File: config.mk
export PLATFORM = sky130hd
export DESIGN_NAME = branch_unit
export DESIGN_NICKNAME = d
export VERILOG_FILES = /design/src/rtl/branch_unit_pkg.sv /design/src/rtl/branch_unit_ret_stack.sv /design/src/rtl/branch_unit.sv
export SDC_FILE = /design/constraint.sdc
export NUM_CORES = 1
export LEC_CHECK = 0
export CAP_MARGIN = 20
export CORE_UTILIZATION = 50
export CTS_CLUSTER_DIAMETER = 200
export DETAILED_ROUTE_END_ITERATION = 12
export GPL_TIMING_DRIVEN = 1
export PLACE_DENSITY = 0.79
export SYNTH_ARGS = -nofsm -noshare
export SYNTH_HDL_FRONTEND = slang
export SYNTH_SLANG_ARGS = --single-unit
File: constraint.sdc
create_clock -name Clk -period 3.1 [get_ports Clk]
set_clock_uncertainty 0.05 [all_clocks]
set_input_delay 0.62 -clock Clk [delete_from_list [all_inputs] [get_ports Clk]]
set_output_delay 0.62 -clock Clk [all_outputs]
set_load 0.02 [all_outputs]
File: src/rtl/branch_unit_pkg.sv
// Shared opcode encodings for the branch/control-flow unit.
package branch_unit_pkg;

    localparam int unsigned OPCODE_W = 4;

    typedef logic [OPCODE_W-1:0] op_t;

    typedef enum op_t {
        kNOP = 4'h0,
        kCMP = 4'h1,
        kBRR = 4'h2,
        kBRC = 4'h3,
        kCAL = 4'h4,
        kRET = 4'h5
    } opcode_e;

endpackage

File: src/rtl/branch_unit_ret_stack.sv
// Return-address stack: synchronous push/pop, reset clears only the pointer.
module ret_stack #(
    parameter int unsigned DEPTH = 4,
    parameter int unsigned W     = 10
) (
    input  logic         clk,
    input  logic         rst_n,
    input  logic         push,
    input  logic         pop,
    input  logic [W-1:0] din,
    output logic [W-1:0] top,
    output logic         full,
    output logic         empty
);

    localparam int unsigned PW = $clog2(DEPTH + 1);
    localparam int unsigned AW = (DEPTH > 1) ? $clog2(DEPTH) : 1;

    logic [W-1:0]  mem [DEPTH];
    logic [PW-1:0] sp;
    logic [AW-1:0] wr_idx;
    logic [AW-1:0] rd_idx;

    assign wr_idx = sp[AW-1:0];
    assign rd_idx = AW'(sp - PW'(1));
    assign full   = (sp == PW'(DEPTH));
    assign empty  = (sp == '0);
    assign top    = mem[rd_idx];

    always_ff @(posedge clk) begin
        if (!rst_n) begin
            sp <= '0;
        end else if (push && !full) begin
            sp <= sp + PW'(1);
        end else if (pop && !empty) begin
            sp <= sp - PW'(1);
        end
    end

    // Entries are not reset; the pointer alone decides what is valid.
    always_ff @(posedge clk) begin
        if (push && !full) begin
            mem[wr_idx] <= din;
        end
    end

endmodule

File: src/rtl/branch_unit.sv
// Branch unit: compare flag, conditional/unconditional branches, CALL/RET and fetch squash.
module branch_unit
    import branch_unit_pkg::*;
#(
    parameter int unsigned IW          = 9,
    parameter int unsigned OPW         = 4,
    parameter int unsigned ADDR_W      = 10,
    parameter int unsigned STACK_DEPTH = 4,
    parameter int unsigned BRC_ON_ZERO = 1
) (
    input  logic              Clk,
    input  logic              Reset,
    input  logic [IW-1:0]     Instruction,
    input  logic              Valid,
    input  logic              ZERO,
    input  logic [ADDR_W-1:0] PC,
    input  logic [ADDR_W-1:0] Target,
    output logic              branch_en,
    output logic [ADDR_W-1:0] branch_target,
    output logic              flush,
    output logic              zero_flag,
    output logic              stack_ovf,
    output logic              stack_unf
);

    localparam logic TAKE_LEVEL = (BRC_ON_ZERO != 0);

    logic [OPW-1:0]    opcode;
    logic              ev;
    logic              push;
    logic              pop;
    logic [ADDR_W-1:0] stack_top;
    logic              stack_full;
    logic              stack_empty;
    logic              unused_operand_bits;

    assign opcode              = Instruction[IW-1 -: OPW];
    assign unused_operand_bits = ^Instruction[IW-OPW-1:0];
    assign ev                  = Valid & ~flush;

    ret_stack #(
        .DEPTH (STACK_DEPTH),
        .W     (ADDR_W)
    ) u_stack (
        .clk   (Clk),
        .rst_n (Reset),
        .push  (push),
        .pop   (pop),
        .din   (PC + ADDR_W'(1)),
        .top   (stack_top),
        .full  (stack_full),
        .empty (stack_empty)
    );

    always_comb begin
        branch_en     = 1'b0;
        branch_target = Target;
        push          = 1'b0;
        pop           = 1'b0;
        case (opcode)
            OPW'(kBRR): branch_en = ev;
            OPW'(kBRC): branch_en = ev & (zero_flag == TAKE_LEVEL);
            OPW'(kCAL): begin
                push      = ev & ~stack_full;
                branch_en = ev & ~stack_full;
            end
            OPW'(kRET): begin
                branch_target = stack_empty ? '0 : stack_top;
                pop           = ev & ~stack_empty;
                branch_en     = ev & ~stack_empty;
            end
            default: ;
        endcase
    end

    always_ff @(posedge Clk) begin
        if (!Reset) begin
            flush     <= 1'b0;
            zero_flag <= 1'b0;
            stack_ovf <= 1'b0;
            stack_unf <= 1'b0;
        end else begin
            flush <= branch_en;
            if (ev && opcode == OPW'(kCMP)) begin
                zero_flag <= ZERO;
            end
            if (ev && opcode == OPW'(kCAL) && stack_full) begin
                stack_ovf <= 1'b1;
            end
            if (ev && opcode == OPW'(kRET) && stack_empty) begin
                stack_unf <= 1'b1;
            end
        end
    end

endmodule

==> flow_metrics.env <==
export IMPL_cts_buffer_depth=2
export IMPL_portBuffers=42
export IMPL_fmax_mhz=346
export IMPL_grt_setup_unrepaired="no"
export IMPL_die_area_sq_mm=0.00464
export IMPL_grt_overflow=0
export IMPL_via_count=1428
export IMPL_syn_num_nets=182
export IMPL_grt_pass1_wl_um=6960
export IMPL_netlist_area_sq_mm=0.00219
export IMPL_rrSetupSlack_ns=0.97
export IMPL_layout_commonest_cell="edfxtp_1"
export IMPL_cts_sinks=47
export IMPL_period_needed_ns=2.89
export IMPL_pwr_share_clk_pct=30.6
export IMPL_seq_power_share_pct=58.2
export IMPL_gp_congestion=0.877
export IMPL_tns_ns=0
export IMPL_drt_wl_total_um=4580
export IMPL_cp_top_family="buffers and inverters"
export IMPL_ys_types=38
export IMPL_io_pin_count=48
export IMPL_synthCells=143
export IMPL_synth_seq_cells=47
export IMPL_path_cells="clkdlybuf4s50_1, or3b_1, buf_4, nor2_1, a31o_2, dlygate4sd2_1"
export IMPL_tightest_slew_ns=0.394
export IMPL_synth_avg_cell_area_sq_um=15.3
export IMPL_cp_data_arrival_time_ns=2.22
export IMPL_hold_path_class="register to register"
export IMPL_slew_violations=0
export IMPL_slowest_delay_ns=0.47
export IMPL_grt_usage_pct=22.1
export IMPL_start_util_pct=53.5
export IMPL_core_area_sq_mm=0.00409
export IMPL_die_w_um=68.1
export IMPL_synth_seq_area_share_pct=61.4
export IMPL_power_mw=1.19
export IMPL_cp_required_ns=2.43
export IMPL_holdBufCountCts=0
export IMPL_antenna_left=0
export IMPL_cap_violations=0
export IMPL_slowest_stage="clkdlybuf4s50_1"
export IMPL_grt_max_degree=16
export IMPL_timing_final_crit_share_pct=93.3
export IMPL_firstDrtPassIters=4
export IMPL_cp_start_kind="input port"
export IMPL_hpwl_um=3200
export IMPL_num_antenna_cells=0
export IMPL_drive_above_1_share_pct=18.2
export IMPL_synth_warnings=0
export IMPL_first_global_vias=1448
export IMPL_drc_errors=0
export IMPL_wire_per_inst_um=18.5
export IMPL_maxSlewHeadroom_pct=73.5
export IMPL_area_delta_synth_final_pct=30.1
export IMPL_clk_transition_reported_paths_ns=0.08
export IMPL_cts_tree="built"
export IMPL_power_leakage_nw=1.04
export IMPL_antenna_found_initial=0
export IMPL_yosys_most_used_dff="edfxtp_1"
export IMPL_cp_max_fo=5
export IMPL_cts_max_level=2
export IMPL_synth_edf_count=40
export IMPL_ir_drop_mv=0.437
export IMPL_combPwrFrac_pct=11.2
export IMPL_async_flop_share_pct=0
export IMPL_final_cell_mix="40 x edfxtp_1, 31 x clkdlybuf4s50_1"
export IMPL_power_density_mw_per_mm2=418
export IMPL_die_h_um=68.1
export IMPL_cp_buffers_inverters=3
export IMPL_vias_per_cell=5.76
export IMPL_setup_violations_final=0
export IMPL_cts_root_buf="clkbuf_8"
export IMPL_cts_setup_buffers=0
export IMPL_intPower_mw=0.920
export IMPL_clk_latency_ns=0.29
export IMPL_status="completed"
export IMPL_p_sw_mw=0.267
export IMPL_hold_viol=0
export IMPL_cp_end_kind="primary output"
export IMPL_num_rows=23
export IMPL_numCtsBuffers=5
export IMPL_sw_frac_of_total_pct=22.5
export IMPL_path_class="input port to primary output"
export IMPL_fin_nets=236
export IMPL_initialDrtViolationCount=65
path summary, 6_finish.rpt:
check             startpoint                end  cells past startpoint
hold reg to reg    stack_ovf          stack_ovf                      2
setup reg to reg       flush  u_stack.mem[3][3]                      4
hold / removal     stack_ovf          stack_ovf                      2
setup / recovery       Valid          branch_en                      6
timing repair:
action	in CTS	in global routing
hold endpoints to repair	0	0
pin swaps	0	0
setup endpoints to repair	11	10
cloned	0	0
gates resized for setup	4	10
state kept, by name, indices dropped and copies added, names as in the netlist:
name and cells:
u_stack.mem 40, u_stack.sp 3, flush 1, stack_ovf 1, stack_unf 1, zero_flag 1
cells in the mapped netlist (2+ instances only):
| cell type | n | area, sq um |
|---|---|---|
| edfxtp_1 | 40 | 1200 |
| a22o_1 | 10 | 87.6 |
| mux4_2 | 10 | 225 |
| nand3_1 | 9 | 45.0 |
| nor2_1 | 8 | 30.0 |
| xnor2_1 | 8 | 70.1 |
| dfxtp_1 | 7 | 140 |
| ha_1 | 6 | 75.1 |
| inv_1 | 6 | 22.5 |
| and2_2 | 3 | 22.5 |
| buf_2 | 3 | 15.0 |
| nand2_1 | 3 | 11.3 |
| nand2b_1 | 3 | 18.8 |
| and3_1 | 2 | 12.5 |
| xor2_1 | 2 | 17.5 |
worst register-to-register path, stage by stage (launching register included):
cell and delay (ns):
dfxtp_1 0.33, or3b_1 0.41, buf_4 0.18, a2111oi_4 0.43, and2_2 0.41
cell families (layout without fill, tap and decap cells):
group	after synthesis	after routing	synth area share, %
fa+ha+maj	6	6	3.43
compound gates	21	21	8.41
xor+xnor	10	10	4.01
flops	47	47	61.4
buf+inv	11	66	2.40
mux	11	11	10.8
simple gates	37	37	9.62
power groups by stage:
stage,sequential (mW),combinational [mW],clock (mW)
6_report,0.691,0.133,0.363
5_1_grt,0.692,0.143,0.381
4_1_cts,0.691,0.135,0.364
3_5_place_dp,0.706,0.133,0
2_1_floorplan,0.707,0.0604,0
3_3_place_gp,0.706,0.129,0
stage by stage:
stage | utilization, % | instance area (sq um) | hold slack (ns) | setup WS, ns | cells
after floorplan | - | 2190 | 0.469 | 0.463 | 143
after global placement | 66.4 | 2710 | 0.384 | -0.0311 | 240
after detailed placement | 66.4 | 2710 | 0.394 | -0.0639 | 240
after CTS | 69.0 | 2820 | 0.407 | 0.0196 | 248
after global routing | 69.6 | 2840 | 0.457 | 0.143 | 248
final | 69.6 | 2840 | 0.405 | 0.208 | 248
layer usage:
metal | global-route usage (%) | vias to the layer above | part of all wire (%) | wire length, um
met2 | 38.2 | 50 | 53 | 2440
met1 | 26.3 | 704 | 40 | 1830
met5 | 0 | - | 0 | 0
li1 | - | 667 | - | -
met3 | 5.67 | 7 | 5.0 | 229
met4 | 8.33 | 0 | 1.7 | 76
layout make-up:
type                            instances  area [sq um]
Clock buffer                            5          68.8
Clock inverter                          3          20.0
Fill cell                             281          1240
Inverter                                6          22.5
Multi-Input combinational cell         85           810
Sequential cell                        47          1340
Tap cell                               50          62.6
Timing Repair Buffer                   52           519
Power figures use the tool's default switching activity.
